File: src/rtl/popcount_sched.sv
// Two-requester popcount scheduler: one shared count_ones unit, round-robin
// job arbitration, saturating accumulator, result held until consumed.

// Combinational 8-bit population count.
module count_ones (
  input  logic [7:0] data,
  output logic [3:0] count
);

  // Sum the individual bits of the input byte.
  always_comb begin
    count = '0;
    for (int i = 0; i < 8; i++) begin
      count = count + {3'b000, data[i]};
    end
  end

endmodule

module popcount_sched #(
  parameter int CNT_W = 8
) (
  input  logic             clk,
  input  logic             rst,
  input  logic             req0_valid,
  input  logic [7:0]       req0_data,
  input  logic             req0_last,
  output logic             req0_ready,
  input  logic             req1_valid,
  input  logic [7:0]       req1_data,
  input  logic             req1_last,
  output logic             req1_ready,
  output logic             res_valid,
  input  logic             res_ready,
  output logic [CNT_W-1:0] res_data,
  output logic             res_id,
  output logic             busy
);

  typedef enum logic [1:0] {IDLE, RUN, RESULT} state_t;

  state_t           state_reg, state_next;
  logic             grant_reg;
  logic             last_grant_reg;
  logic [CNT_W-1:0] acc_reg;

  logic             sel_valid;
  logic [7:0]       sel_data;
  logic             sel_last;
  logic             accept;
  logic             arb_grant;
  logic             any_valid;
  logic             res_done;
  logic [3:0]       beat_count;
  logic [CNT_W:0]   sum_wide;
  logic [CNT_W-1:0] acc_sum;

  // Only the granted port's beat reaches the shared counter.
  assign sel_valid = grant_reg ? req1_valid : req0_valid;
  assign sel_data  = grant_reg ? req1_data  : req0_data;
  assign sel_last  = grant_reg ? req1_last  : req0_last;
  assign accept    = (state_reg == RUN) && sel_valid;
  assign any_valid = req0_valid || req1_valid;
  assign res_done  = (state_reg == RESULT) && res_ready;

  // When both want the unit, the port that did not win last time goes first.
  assign arb_grant = (req0_valid && req1_valid) ? ~last_grant_reg : req1_valid;

  count_ones u_count_ones (
    .data  (sel_data),
    .count (beat_count)
  );

  // One extra bit catches overflow so the accumulator clamps at all-ones.
  assign sum_wide = {1'b0, acc_reg} + {{(CNT_W-3){1'b0}}, beat_count};
  assign acc_sum  = sum_wide[CNT_W] ? {CNT_W{1'b1}} : sum_wide[CNT_W-1:0];

  // State register.
  always_ff @(posedge clk) begin
    if (rst) state_reg <= IDLE;
    else     state_reg <= state_next;
  end

  // Next-state logic.
  always_comb begin
    state_next = state_reg;
    case (state_reg)
      IDLE:    if (any_valid)           state_next = RUN;
      RUN:     if (accept && sel_last)  state_next = RESULT;
      RESULT:  if (res_ready)           state_next = IDLE;
      default:                          state_next = IDLE;
    endcase
  end

  // Grant, round-robin history and accumulator.
  always_ff @(posedge clk) begin
    if (rst) begin
      grant_reg      <= 1'b0;
      last_grant_reg <= 1'b1;
      acc_reg        <= '0;
    end else begin
      if ((state_reg == IDLE) && any_valid) grant_reg <= arb_grant;
      if (accept) acc_reg <= acc_sum;
      if (res_done) begin
        acc_reg        <= '0;
        last_grant_reg <= grant_reg;
      end
    end
  end

  // Outputs decoded from state; result fields read zero outside RESULT.
  always_comb begin
    req0_ready = (state_reg == RUN) && !grant_reg;
    req1_ready = (state_reg == RUN) &&  grant_reg;
    res_valid  = (state_reg == RESULT);
    res_data   = (state_reg == RESULT) ? acc_reg : '0;
    res_id     = (state_reg == RESULT) && grant_reg;
    busy       = (state_reg != IDLE);
  end

endmodule

File: config.mk
export PLATFORM = sky130hd
export DESIGN_NAME = popcount_sched
export DESIGN_NICKNAME = d
export VERILOG_FILES = /design/src/rtl/popcount_sched.sv
export SDC_FILE = /design/constraint.sdc
export NUM_CORES = 1
export LEC_CHECK = 0
export BUFFER_PORTS_ARGS = -buffer_cell sky130_fd_sc_hd__buf_2
export CELL_PAD_IN_SITES_DETAIL_PLACEMENT = 0
export CELL_PAD_IN_SITES_GLOBAL_PLACEMENT = 1
export CORE_MARGIN = 4
export CORE_UTILIZATION = 25
export DETAILED_ROUTE_END_ITERATION = 16
export PLACE_DENSITY = 0.54
export SYNTH_ARGS = -nofsm -noshare
export SYNTH_HDL_FRONTEND = slang
export SYNTH_SLANG_ARGS = --single-unit
File: constraint.sdc
create_clock -name clk -period 5.8 [get_ports clk]
set_clock_uncertainty 0.15 [all_clocks]
set_input_delay 0.87 -clock clk [delete_from_list [all_inputs] [get_ports clk]]
set_output_delay 0.87 -clock clk [all_outputs]
set_load 0.02 [all_outputs]
==> flow_summary.rst <==
.. list-table::
   :header-rows: 1

   * - Metric
     - Value
   * - Horizontal extent of the die
     - 74.4 um
   * - Routability Congestion
     - 0.768
   * - Slew HR
     - 0.404
   * - Routed length per placed instance
     - 12.8 um
   * - Effective utilization at floorplan
     - 0.266
   * - Aggregate routed wire length
     - 2.64 mm
   * - Gates resized, CTS repair
     - 0
   * - Buffer levels on the longest clock path
     - 2
   * - Count of buffer and inverter cells on the critical path
     - 2
   * - Final Max Tran Viols
     - 0
   * - Outcome
     - complete, no violations
   * - Global-route wire length before repair
     - 4.31 mm
   * - Clock latency of the later-clocked register in the worst-skew pair
     - 0.24 ns
   * - Net count after synthesis
     - 156
   * - Fraction of final layout cells sized beyond drive strength 1
     - 0.340
   * - Post-synth cell types
     - 42
   * - Cell-by-cell listing of the critical path
     - buf_2, mux2_2, ha_1, fa_1, inv_1, fa_1, fa_1, fa_1, fa_1, nand2b_1, a211oi_2, nand3_2, a311oi_2
   * - Nets
     - 192
   * - Critical Path Sink Type
     - flop
   * - Post-synthesis area per instance
     - 9.12 um2
   * - Worst voltage drop across the vdd grid
     - 0.0000823 V
   * - Largest fanout of any net on the critical path
     - 4
   * - Via count
     - 940
   * - Most used cell along the critical path
     - sky130_fd_sc_hd__fa_1
   * - Detailed-router iteration count before antenna repair
     - 3
   * - Cell class contributing the biggest share of worst-path delay
     - adder cells
   * - Final-layout setup total negative slack
     - 0 ns
   * - Max-capacitance violation count
     - 0
   * - Clock tree from TritonCTS
     - done
   * - Die Outline Area
     - 5540 um2
   * - CP peak stage delay
     - 0.54 ns
   * - Row count
     - 23
   * - Clock slew at reported path FFs
     - 0.06 ns
   * - Synth Warn #
     - 0
   * - Area growth, synth to finish
     - 23.9%
   * - Static leakage
     - 0.630 nW
   * - Arrival @ worst endpoint
     - 4.92 ns
   * - Root Buffer Master
     - sky130_fd_sc_hd__clkbuf_8
   * - Worst hold path type
     - flop to flop
   * - Power per standard cell area
     - 244 nW/um2
   * - Register bit count reported by yosys
     - 12
   * - Crit path time final
     - 4.91 ns
   * - Flip-flop count of the largest register, all copies and words added
     - 8
   * - Setup Slack @ Placement
     - 0.612 ns
   * - CP startpoint kind
     - input pin
   * - Final count of hold timing violations
     - 0
   * - Post-DP HPWL
     - 2.17 mm
   * - Sequential cell area fraction in the yosys report
     - 0.218
   * - Critical Path Slowest Stage Cell
     - sky130_fd_sc_hd__fa_1
   * - Unrepaired setup endpoints after global routing
     - false
   * - Total of endpoints with negative setup slack in the final report
     - 0
   * - Maximum number of pins on one net before global-route repair
     - 17
   * - DRT iter0 DRCs
     - 9
   * - Count of hold-fix buffers inserted at cts
     - 0
   * - Clock sink total
     - 12
   * - IO Pins
     - 36
   * - Vias per inst
     - 4.56
   * - Number of antenna cells inserted
     - 0
   * - GRT Resource Usage Total
     - 0.100
   * - Vias in the first global route
     - 970
   * - Total congestion overflow after global routing
     - 0
   * - Area inside the core boundary
     - 4140 um2
   * - Buffers added on ports
     - 35
   * - Vertical extent of the die
     - 74.4 um
   * - Data required time of the worst path
     - 5.81 ns
   * - Worst Slack Setup Final
     - 0.885 ns
   * - Overall Power
     - 334 uW
   * - Gate count of the mapped netlist
     - 121
   * - Summed instance area of the synthesized netlist
     - 1100 um2
   * - Ratio of final minimum period to clock period
     - 0.847
   * - Antenna violations before repair
     - 0
   * - Remaining antenna violation count after routing
     - 0
   * - Worst Path Class, Setup
     - input pin to flop
   * - Total DRC errors in the routed layout
     - 0
   * - Number of clock buffers inserted by TritonCTS
     - 3
   * - Highest attainable clock frequency
     - 203 MHz
   * - Maximum level of the CTS H-tree
     - 1
   * - Transition time at the pin with the least slew margin
     - 0.892 ns
   * - Buffer count from post-CTS setup fixing
     - 0
==> cell families (layout without fill, tap and decap cells) <==
kind of cell / count (synthesis) / count (layout) / synth area share
flops: 12 / 12 / 0.218
fa+ha+maj: 12 / 12 / 0.170
compound gates: 26 / 26 / 0.188
xor+xnor: 3 / 3 / 0.0238
buf+inv: 17 / 52 / 0.0737
mux: 13 / 13 / 0.132
simple gates: 38 / 38 / 0.195
==> stage by stage <==
stage               instance area [um2]  hold WS, ns  utilization  std cells
CTS                                1370        0.323        0.330        206
global placement                   1310        0.308        0.317        202
detailed placement                 1310        0.314        0.317        202
floorplan                          1100        0.281            -        121
finish                             1370        0.322        0.330        206
global route                       1370        0.357        0.330        206
==> layout make-up <==
cell class / count / area, um2
fill: 461 / 2780
multi-input combinational: 92 / 782
inverter: 12 / 45.0
timing repair buffer: 36 / 183
sequential: 12 / 240
tap: 50 / 62.6
clock buffer: 4 / 55.1
==> layout by cell type (no fill, tap or decap), types with 4 or more instances in the layout <==
cell type	synthesis	layout
sky130_fd_sc_hd__a21oi_1	8	8
sky130_fd_sc_hd__mux2i_1	6	6
sky130_fd_sc_hd__dfxtp_1	12	12
sky130_fd_sc_hd__mux2_2	5	5
sky130_fd_sc_hd__fa_1	5	5
sky130_fd_sc_hd__nand2_1	4	4
sky130_fd_sc_hd__ha_1	7	7
sky130_fd_sc_hd__nor2_1	9	9
sky130_fd_sc_hd__inv_1	12	12
sky130_fd_sc_hd__buf_2	1	35
sky130_fd_sc_hd__clkbuf_8	0	4
sky130_fd_sc_hd__and2_1	9	9
==> cell usage after synthesis <==
library cell / instances / area, um2
sky130_fd_sc_hd__fa_1: 5 / 100
sky130_fd_sc_hd__xnor2_1: 2 / 17.5
sky130_fd_sc_hd__and4b_1: 1 / 10.0
sky130_fd_sc_hd__a32oi_1: 2 / 17.5
sky130_fd_sc_hd__a21o_1: 2 / 15.0
sky130_fd_sc_hd__buf_6: 2 / 22.5
sky130_fd_sc_hd__and4_1: 1 / 8.76
sky130_fd_sc_hd__nand3_1: 2 / 10.0
sky130_fd_sc_hd__o32ai_2: 1 / 16.3
sky130_fd_sc_hd__a41o_1: 1 / 10.0
sky130_fd_sc_hd__a2111oi_2: 1 / 15.0
sky130_fd_sc_hd__mux2i_2: 1 / 13.8
sky130_fd_sc_hd__nor2_1: 9 / 33.8
sky130_fd_sc_hd__a31oi_1: 1 / 6.26
sky130_fd_sc_hd__buf_2: 1 / 5.00
sky130_fd_sc_hd__nor2b_1: 3 / 18.8
sky130_fd_sc_hd__ha_1: 7 / 87.6
sky130_fd_sc_hd__o21a_1: 2 / 15.0
sky130_fd_sc_hd__nand2_1: 4 / 15.0
sky130_fd_sc_hd__a311oi_2: 1 / 15.0
sky130_fd_sc_hd__a211o_1: 1 / 8.76
sky130_fd_sc_hd__mux2_2: 5 / 56.3
sky130_fd_sc_hd__nand3_2: 1 / 10.0
sky130_fd_sc_hd__mux2_4: 1 / 15.0
sky130_fd_sc_hd__o21ai_0: 1 / 5.00
sky130_fd_sc_hd__xor2_1: 1 / 8.76
sky130_fd_sc_hd__clkbuf_2: 1 / 5.00
sky130_fd_sc_hd__o21ai_1: 1 / 5.00
sky130_fd_sc_hd__nor2_4: 1 / 11.3
sky130_fd_sc_hd__a21oi_1: 8 / 40.0
sky130_fd_sc_hd__dfxtp_1: 12 / 240
sky130_fd_sc_hd__nor3_1: 2 / 10.0
sky130_fd_sc_hd__nand2b_1: 3 / 18.8
sky130_fd_sc_hd__inv_1: 12 / 45.0
sky130_fd_sc_hd__and3_1: 2 / 12.5
sky130_fd_sc_hd__mux2i_1: 6 / 60.1
sky130_fd_sc_hd__and2_1: 9 / 56.3
sky130_fd_sc_hd__a311o_1: 1 / 10.0
sky130_fd_sc_hd__a211oi_2: 1 / 12.5
sky130_fd_sc_hd__a41oi_1: 1 / 8.76
sky130_fd_sc_hd__clkbuf_1: 1 / 3.75
sky130_fd_sc_hd__a21boi_0: 1 / 7.51
==> power by group <==
part / switching (mW) / internal (mW)
Clock: 0.0323 / 0.0600
Sequential: 0.00693 / 0.0892
Combinational: 0.0748 / 0.0706
Total: 0.114 / 0.220
==> per-layer routing <==
layer  global-route usage  share of wire  up-vias  routed length, um
li1                     -              -      497                  -
met1                0.122           0.45      423               1190
met2                0.167           0.49       16               1280
met3               0.0297          0.049        4                130
met4               0.0375          0.014        0                 36
met5                    0              0        -                  0
==> final timing paths <==
kind | startpoint | endpoint | slack [ns] | cells past startpoint
setup / recovery | req1_data[0] | acc_reg[7] | 0.89 | 13
setup reg to reg | grant_reg | acc_reg[7] | 0.89 | 12
hold reg to reg | state_reg[1] | state_reg[0] | 0.32 | 1
hold / removal | state_reg[1] | state_reg[0] | 0.32 | 1
Power figures use the tool's default switching activity.
